===== config.mk =====
export PLATFORM = sky130hd
export DESIGN_NAME = adc_conv_sequencer
export DESIGN_NICKNAME = d
export VERILOG_FILES = /design/src/rtl/adc_conv_sequencer.sv
export SDC_FILE = /design/constraint.sdc
export NUM_CORES = 1
export LEC_CHECK = 0
export CORE_ASPECT_RATIO = 1.25
export CORE_MARGIN = 2
export CORE_UTILIZATION = 40
export CTS_CLUSTER_SIZE = 24
export DETAILED_ROUTE_END_ITERATION = 6
export HOLD_SLACK_MARGIN = 0.1
export PLACE_DENSITY_LB_ADDON = 0.08
export SLEW_MARGIN = 5
export SYNTH_ARGS = -nofsm -noshare
export SYNTH_HDL_FRONTEND = slang
export SYNTH_SLANG_ARGS = --single-unit

===== constraint.sdc =====
create_clock -name clk -period 2 [get_ports clk]
set_input_delay 0.5 -clock clk [delete_from_list [all_inputs] [get_ports clk]]
set_output_delay 0.5 -clock clk [all_outputs]
set_load 0.005 [all_outputs]

===== src/rtl/adc_conv_sequencer.sv =====
// ADC burst sequencer: launches 2^NAVG_LOG2 conversions per trigger fall
// and presents the truncated average on a valid/ready output.
module adc_conv_sequencer #(
  parameter int DW        = 12,
  parameter int NAVG_LOG2 = 2,
  parameter int GAP       = 4,
  parameter int TIMEOUT   = 1023
) (
  input  logic          clk,
  input  logic          nrst,
  input  logic          locked,
  input  logic          trig_in,
  input  logic          adc_eoc,
  input  logic [DW-1:0] adc_data,
  output logic          adc_start,
  output logic [DW-1:0] res_data,
  output logic          res_valid,
  input  logic          res_ready,
  output logic          busy,
  output logic          timeout_err
);

  localparam int AW       = DW + NAVG_LOG2;
  localparam int CW       = NAVG_LOG2 + 1;
  localparam int TMAX     = (TIMEOUT > GAP) ? TIMEOUT : GAP;
  localparam int TW       = $clog2(TMAX + 1);
  localparam int GAP_LAST = (GAP > 0) ? GAP - 1 : 0;

  localparam logic [CW-1:0] CNT_LAST = CW'((2 ** NAVG_LOG2) - 1);
  localparam logic [TW-1:0] TMO_LAST = TW'(TIMEOUT - 1);
  localparam logic [TW-1:0] GAP_END  = TW'(GAP_LAST);

  typedef enum logic [2:0] {
    S_IDLE,
    S_START,
    S_WAIT,
    S_GAP,
    S_DONE
  } state_e;

  state_e          state_q, state_d;
  logic            trig_q;
  logic            eoc_q;
  logic [AW-1:0]   acc_q, acc_d;
  logic [CW-1:0]   cnt_q, cnt_d;
  logic [TW-1:0]   tmr_q, tmr_d;
  logic [DW-1:0]   res_data_q, res_data_d;
  logic            res_valid_q, res_valid_d;
  logic            terr_q, terr_d;

  logic            trig_fall;
  logic            eoc_fall;
  logic [AW-1:0]   acc_sum;

  assign trig_fall = trig_q & ~trig_in;
  assign eoc_fall  = eoc_q & ~adc_eoc;
  assign acc_sum   = acc_q + {{NAVG_LOG2{1'b0}}, adc_data};

  assign adc_start   = locked && (state_q == S_START);
  assign busy        = (state_q != S_IDLE);
  assign res_data    = res_data_q;
  assign res_valid   = res_valid_q;
  assign timeout_err = terr_q;

  always_ff @(posedge clk or negedge nrst) begin
    if (!nrst) begin
      state_q     <= S_IDLE;
      trig_q      <= 1'b0;
      eoc_q       <= 1'b0;
      acc_q       <= '0;
      cnt_q       <= '0;
      tmr_q       <= '0;
      res_data_q  <= '0;
      res_valid_q <= 1'b0;
      terr_q      <= 1'b0;
    end else begin
      // history only advances while the clock source is trusted
      if (locked) begin
        trig_q <= trig_in;
        eoc_q  <= adc_eoc;
      end
      state_q     <= state_d;
      acc_q       <= acc_d;
      cnt_q       <= cnt_d;
      tmr_q       <= tmr_d;
      res_data_q  <= res_data_d;
      res_valid_q <= res_valid_d;
      terr_q      <= terr_d;
    end
  end

  always_comb begin
    state_d     = state_q;
    acc_d       = acc_q;
    cnt_d       = cnt_q;
    tmr_d       = tmr_q;
    res_data_d  = res_data_q;
    res_valid_d = res_valid_q;
    terr_d      = terr_q;
    if (locked) begin
      unique case (state_q)
        S_IDLE: begin
          if (trig_fall) begin
            acc_d   = '0;
            cnt_d   = '0;
            terr_d  = 1'b0;
            state_d = S_START;
          end
        end
        S_START: begin
          tmr_d   = '0;
          state_d = S_WAIT;
        end
        S_WAIT: begin
          if (eoc_fall) begin
            acc_d = acc_sum;
            cnt_d = cnt_q + CW'(1);
            tmr_d = '0;
            if (cnt_q == CNT_LAST) begin
              res_data_d  = acc_sum[AW-1:NAVG_LOG2];
              res_valid_d = 1'b1;
              state_d     = S_DONE;
            end else begin
              state_d = (GAP == 0) ? S_START : S_GAP;
            end
          end else if (tmr_q == TMO_LAST) begin
            terr_d  = 1'b1;
            acc_d   = '0;
            state_d = S_IDLE;
          end else begin
            tmr_d = tmr_q + TW'(1);
          end
        end
        S_GAP: begin
          if (tmr_q == GAP_END) begin
            state_d = S_START;
          end else begin
            tmr_d = tmr_q + TW'(1);
          end
        end
        S_DONE: begin
          if (res_ready) begin
            res_valid_d = 1'b0;
            state_d     = S_IDLE;
          end
        end
        default: state_d = S_IDLE;
      endcase
    end
  end

endmodule


==> flow_metrics.py, run 1 <==
metrics = {
    "synth": {
        "synth_flop_cell": "dfrtp_1",
        "synthArstFlopShare_pct": 100,
        "synth_top_cell_by_area": "dfrtp_1",
        "ys_seq_elements": 46,
        "netlist.area_leader.share_pct": 40.9,
        "syn_nets": 335,
        "ys_warn_count": 0,
        "ys_top_cells_by_area": "dfrtp_1 41%, ha_1 7.1%, nand2_1 5.9%",
        "syn_inst": 300,
        "synth.distinct_cells": 60,
        "syn-cell-area_um2": 2820,
        "synth.avg_cell_area_um2": 9.39,
        "synth_edf_count": 0,
        "ys_seq_area_share_pct": 40.9,
    },
    "cts": {
        "clockRootBuffer": "clkbuf_8",
        "clkTransAtPathRegs_ps": 100,
        "hold_buffers": 0,
        "cts_tree": "built",
        "htreeDepth": 2,
        "cts_made_buffers": 5,
        "clk_latency_ps": 300,
        "cts_buffer_depth": 2,
        "cts_num_sinks": 46,
    },
    "final_layout": {
        "fillers": 616,
        "layout.cells.non_filler": 499,
        "nets": 443,
        "diodes": 0,
        "fin_util_pct": 62.4,
        "syn_to_final_growth_pct": 52.7,
        "drive_gt1_share_pct": 39.4,
    },
    "floorplan": {
        "die_w_um": 79.1,
        "core_um2": 6890,
        "num_rows": 34,
        "dieArea_um2": 7730,
        "io-pin-count": 34,
        "start_util_pct": 40.9,
        "die_y_um": 97.8,
    },
    "worst_setup_path": {
        "r2r_cells": 7,
        "critPathBufInv": 0,
        "crit_chain": "ha_4 > fa_2 > a21o_1 > a31o_2 > a221oi_2 > xnor2_1 > mux2_4",
        "start_kind": "register",
        "rrSetupSlack_ps": -100,
        "cp_top_family": "compound AO/OA/AOI/OAI gates",
        "criticalPathCategory": "register to register",
        "crit_slowest_cell": "dfrtp_1",
        "r2r-end": "res_data[8]",
        "rr_startpoint": "acc_q[0]",
        "endpoint_kind": "register",
        "path_max_fanout": 3,
        "crit_required_ps": 2200,
        "arrival_ps": 2300,
        "max_stage_delay_ps": 420,
    },
    "status": {
        "status": "complete, but fails checks",
        "violations": "setup timing",
    },
    "timing": {
        "setup_slack_ps": -101,
        "fin_crit_ps": 2100,
        "finalSetupTns_ps": -726,
        "min_period_over_period_pct": 105,
        "report.final.slew_viol_count": 0,
        "grt_setup_unrepaired": "yes",
        "fin_skew_ps": 5.08,
        "finalSetupViolCount": 17,
        "relSlewSlack_pct": 70.6,
        "max_freq_mhz": 476,
        "tightest_slew_ps": 441,
        "hold_viol_final": 0,
    },
    "global_routing": {
        "grt_max_degree": 31,
        "grt_pass1_vias": 2746,
        "grt_overflow_total": 0,
        "antenna_found_initial": 0,
        "grt_pass1_wl_um": 12800,
        "track_usage_pct": 20.8,
    },
    "worst_hold_path": {
        "hp-class": "input port to async pin",
    },
    "power_and_ir_drop": {
        "leakagePower_nw": 1.94,
        "powerDensity_nw_per_um2": 1040,
        "ir_drop_uv": 515,
    },
    "route": {
        "post_drt_wl_per_cell_um": 15.2,
        "via_count": 2695,
        "drt_iter0_drc": 89,
        "drc_errors": 0,
        "firstDrtPassIters": 4,
        "wl_um": 7580,
        "antenna_left": 0,
        "avgViaCountPerCell": 5.40,
    },
    "placement": {
        "portBuffers": 33,
        "hpwl_um": 5500,
        "gp_congestion": 0.857,
        "dp_cells": 475,
    },
    "job": {
        "drv_cap": 0,
    },
}
## per-layer routing
metal  wire (um)  track usage (%)  share of wire (%)
met5           0                0                  0
met1        3270             24.6                 43
met3         171             2.87                2.3
met2        3990             38.6                 53
met4         146             6.37                1.9
## area by class of cell
type                       count  area (um^2)  area share, %
multi-input combinational    232         1930           44.9
tap                           90          113           2.62
timing repair buffer         114          955           22.2
clock inverter                 3         45.0           1.05
inverter                       9         33.8          0.785
sequential                    46         1150           26.8
clock buffer                   5         68.8           1.60
## cell families after synthesis
family / synth area share (%)
multiplexers: 2.35
XOR/XNOR: 3.11
AO/OA/AOI/OAI: 22.2
flip-flops: 40.9
adder cells (fa/ha/maj): 7.82
buffers and inverters: 3.38
AND/OR/NAND/NOR: 20.3
## worst max-delay path by stage
stage                      from          end  slack, ps  cells after the start
global placement    adc_data[0]  res_data[8]       -750                      8
CTS                    acc_q[0]  res_data[8]       -140                      7
detailed placement  adc_data[0]  res_data[8]       -770                      8
global route           acc_q[0]  res_data[8]       -170                      7
floorplan           adc_data[0]  res_data[8]       -190                      7
finish                 acc_q[0]  res_data[8]       -100                      7
## stage by stage
stage | area (um^2) | hold WS [ps] | setup WS (ps) | total power, mW
2_1_floorplan | 2900 | 204 | -191 | 2.45
3_3_place_gp | 3780 | 454 | -754 | 3.24
3_5_place_dp | 3780 | 462 | -773 | 3.28
4_1_cts | 4220 | 125 | -136 | 4.40
5_1_grt | 4300 | 146 | -168 | 4.80
6_report | 4300 | 122 | -101 | 4.48
## report_power, final
part	leakage, nW	internal (mW)	total (mW)	switching (mW)
logic	1.27	1.30	2.47	1.17
clock network	0.0504	0.372	0.726	0.354
registers	0.621	1.13	1.29	0.159
## state kept, by name, summed over array words and instances (netlist names)
signal	flops
acc_q	14
res_data	12
tmr_q	10
cnt_q	3
state_q	3
eoc_q	1
res_valid	1
timeout_err	1
trig_q	1
## worst register-to-register path: cells and delay by family (launching register included)
family	cells	cell delay (ps)
flip-flops	1	420
XOR/XNOR	1	120
multiplexers	1	260
adder cells (fa/ha/maj)	2	500
AO/OA/AOI/OAI	3	700
## synthesized netlist by cell type (all sizes together), types with 2 or more instances
library cell   n
dfrtp         46
nand2         44
o21ai         21
a21oi         16
ha            16
nor2          13
and3           9
clkbuf         9
inv            9
o31ai          9
a22o           7
nand3          6
or3            6
or4            6
a221oi         5
mux2           5
or2            5
xnor2          5
xor2           5
a21o           4
buf            4
nor3           4
o211ai         4
a31oi          3
o211a          3
a31o           2
and2           2
nand2b         2
nand4          2
nor2b          2
nor3b          2
o2111ai        2
o21bai         2
or3b           2
## placed cells by master, fill, tap and decap left out, types with 4 or more instances in the layout
master and n:
o31ai_1 5, dlygate4sd2_1 8, clkdlybuf4s50_1 20, buf_6 5, nand2_1 42, clkbuf_8 5, inv_1 9, xor2_1 4
and3_1 6, mux2_2 4, a21oi_1 12, a22o_1 7, a21o_1 4, buf_4 75, ha_4 9, a21oi_2 4
dfrtp_1 43, o21ai_1 5, o21ai_0 14, ha_1 6, nand3_1 6, clkdlybuf4s15_1 4, nor2_1 12, or2_2 5
nor3_1 4
## repair_timing
action / 4_1_cts / 5_1_grt
pin swaps: 31 / 23
resized for setup: 59 / 17
buffers inserted: 15 / 2
setup endpoints to repair: 32 / 26
gates cloned: 0 / 0
(Power assumes the default switching activity.)
==> run 2: changes to the inputs <==
--- a/config.mk
+++ b/config.mk
@@ -5,11 +5,13 @@
 export SDC_FILE = /design/constraint.sdc
 export NUM_CORES = 1
 export LEC_CHECK = 0
+export CAP_MARGIN = 20
 export CORE_ASPECT_RATIO = 1.25
 export CORE_MARGIN = 2
 export CORE_UTILIZATION = 40
 export CTS_CLUSTER_SIZE = 24
 export DETAILED_ROUTE_END_ITERATION = 6
+export GPL_ROUTABILITY_DRIVEN = 1
 export HOLD_SLACK_MARGIN = 0.1
 export PLACE_DENSITY_LB_ADDON = 0.08
 export SLEW_MARGIN = 5
==> constraint.sdc (replaced) <==
create_clock -name clk -period 2.11 [get_ports clk]
set_input_delay 0.5275 -clock clk [delete_from_list [all_inputs] [get_ports clk]]
set_output_delay 0.5275 -clock clk [all_outputs]
set_load 0.005 [all_outputs]
==> flow_metrics.py, run 2 (synthesis results as in run 1) <==
metrics = {
    "floorplan": {
        "io-pin-count": 34,
        "die_y_um": 97.8,
        "core_um2": 6890,
        "dieArea_um2": 7730,
        "num_rows": 34,
        "start_util_pct": 40.9,
        "die_w_um": 79.1,
    },
    "power_and_ir_drop": {
        "swShare_pct": 38.7,
        "p_int_mw": 2.53,
        "clkPwrFrac_pct": 12.9,
        "combPwrFrac_pct": 57.1,
        "leakagePower_nw": 1.90,
        "p_sw_mw": 1.59,
        "ir_drop_uv": 559,
        "p_seq_share_pct": 30.0,
        "powerDensity_nw_per_um2": 964,
    },
    "timing": {
        "min_period_over_period_pct": 102,
        "max_freq_mhz": 467,
        "relSlewSlack_pct": 76.7,
        "hold_viol_final": 0,
        "finalSetupViolCount": 2,
        "grt_setup_unrepaired": "yes",
        "tightest_slew_ps": 346,
        "fin_skew_ps": 7.41,
        "fin_crit_ps": 2140,
        "finalSetupTns_ps": -32.6,
        "setup_slack_ps": -31.9,
        "report.final.slew_viol_count": 0,
    },
    "worst_setup_path": {
        "rrSetupSlack_ps": -30,
        "criticalPathCategory": "input port to register",
        "endpoint_kind": "register",
        "r2r_cells": 7,
        "crit_required_ps": 2300,
        "rr_startpoint": "acc_q[0]",
        "arrival_ps": 2330,
        "start_kind": "input port",
        "r2r-end": "res_data[8]",
        "path_max_fanout": 3,
    },
    "route": {
        "avgViaCountPerCell": 5.42,
        "firstDrtPassIters": 4,
        "antenna_left": 0,
        "post_drt_wl_per_cell_um": 15.4,
        "via_count": 2670,
        "drt_iter0_drc": 123,
        "drc_errors": 0,
        "wl_um": 7610,
    },
    "status": {
        "status": "complete, but fails checks",
        "violations": "setup timing",
    },
    "cts": {
        "cts_tree": "built",
        "clkTransAtPathRegs_ps": 90,
        "cts_num_sinks": 46,
        "cts_made_buffers": 5,
        "cts_buffer_depth": 2,
        "htreeDepth": 2,
        "clk_latency_ps": 300,
        "clockRootBuffer": "clkbuf_8",
    },
    "global_routing": {
        "grt_pass1_vias": 2487,
        "antenna_found_initial": 0,
        "grt_pass1_wl_um": 12000,
        "grt_max_degree": 47,
        "track_usage_pct": 19.6,
        "grt_overflow_total": 0,
    },
    "final_layout": {
        "drive_gt1_share_pct": 39.5,
        "diodes": 0,
        "largest_reg_flops": 14,
        "final_cell_area_um2": 4280,
        "nets": 438,
        "layout_common_cells": "68 x buf_4, 43 x nand2_1, 43 x dfrtp_1, 21 x clkdlybuf4s50_1, 17 x o21ai_0",
        "layout.cells.non_filler": 493,
        "syn_to_final_growth_pct": 51.8,
        "largest-register": "acc_q",
        "layout.cells.most_common": "buf_4",
    },
    "placement": {
        "post_dp_cell_area_um2": 3760,
        "hpwl_um": 5200,
        "portBuffers": 33,
        "gp_congestion": 0.849,
        "dp_cells": 474,
    },
    "job": {
        "drv_cap": 0,
    },
    "worst_hold_path": {
        "hp-class": "input port to async pin",
    },
}
==> run 2: changes by cell type in the layout (fill, tap and decap cells not counted), sizes merged <==
cell           delta
clkdlybuf4s15     -1
clkbuf            +2
dlygate4sd2       -3
clkinvlp          -1
dlymetal6s2s      +2
buf               -5
bufinv            -1
clkdlybuf4s50     +1
==> run 2: power groups by stage <==
stage	clock, mW	sequential, mW	combinational [mW]
after detailed placement	0	1.25	1.84
after global placement	0	1.24	1.82
after global routing	0.574	1.26	2.58
after floorplan	0	1.19	1.12
after CTS	0.550	1.23	2.04
final	0.531	1.24	2.35
==> run 2: final cells by class <==
class | instances | area, um^2
Clock buffer | 6 | 72.6
Clock inverter | 1 | 7.51
Fill cell | 628 | 2620
Inverter | 9 | 33.8
Multi-Input combinational cell | 232 | 1970
Sequential cell | 46 | 1150
Tap cell | 90 | 113
Timing Repair Buffer | 109 | 930
==> run 2: repair_timing <==
action                                 CTS  global route
setup endpoints to repair               28            28
pin swaps                               19            32
hold buffers                             0             0
buffers inserted                         7             5
gates resized for setup                 32            56
cloned                                   0             0
endpoints found under the hold margin    0             0
==> run 2: routing by layer <==
layer	wire, um	global-route usage [%]
met5	0	0
met4	139	6.10
met3	187	2.59
met2	4030	34.6
met1	3250	24.6
==> run 2: worst max path at each step <==
stage / endpoint / startpoint / slack, ps / cells past startpoint
2_1_floorplan: res_data[8] / adc_data[0] / -110 / 7
3_3_place_gp: res_data[8] / adc_data[0] / -660 / 8
3_5_place_dp: res_data[8] / adc_data[0] / -670 / 8
4_1_cts: res_data[8] / acc_q[0] / -40 / 7
5_1_grt: res_data[8] / acc_q[0] / -80 / 7
6_report: res_data[8] / adc_data[0] / -30 / 8
==> run 2: stage by stage <==
stage                     hold slack, ps  util, %  setup WS (ps)  power, mW
after floorplan                      232        -           -109       2.32
after global placement               459     54.5           -659       3.07
after detailed placement             462     54.5           -672       3.09
after CTS                            207     58.2          -39.8       3.81
after global routing                 225     62.1          -77.5       4.41
final                                194     62.1          -31.9       4.12
==> run 2: worst max-delay path, stage by stage <==
cell and delay, ps:
clkdlybuf4s15_2 200, ha_4 170, fa_2 350, a21o_4 230, a31o_4 220, a221oi_2 250
xnor2_1 120, mux2_2 270
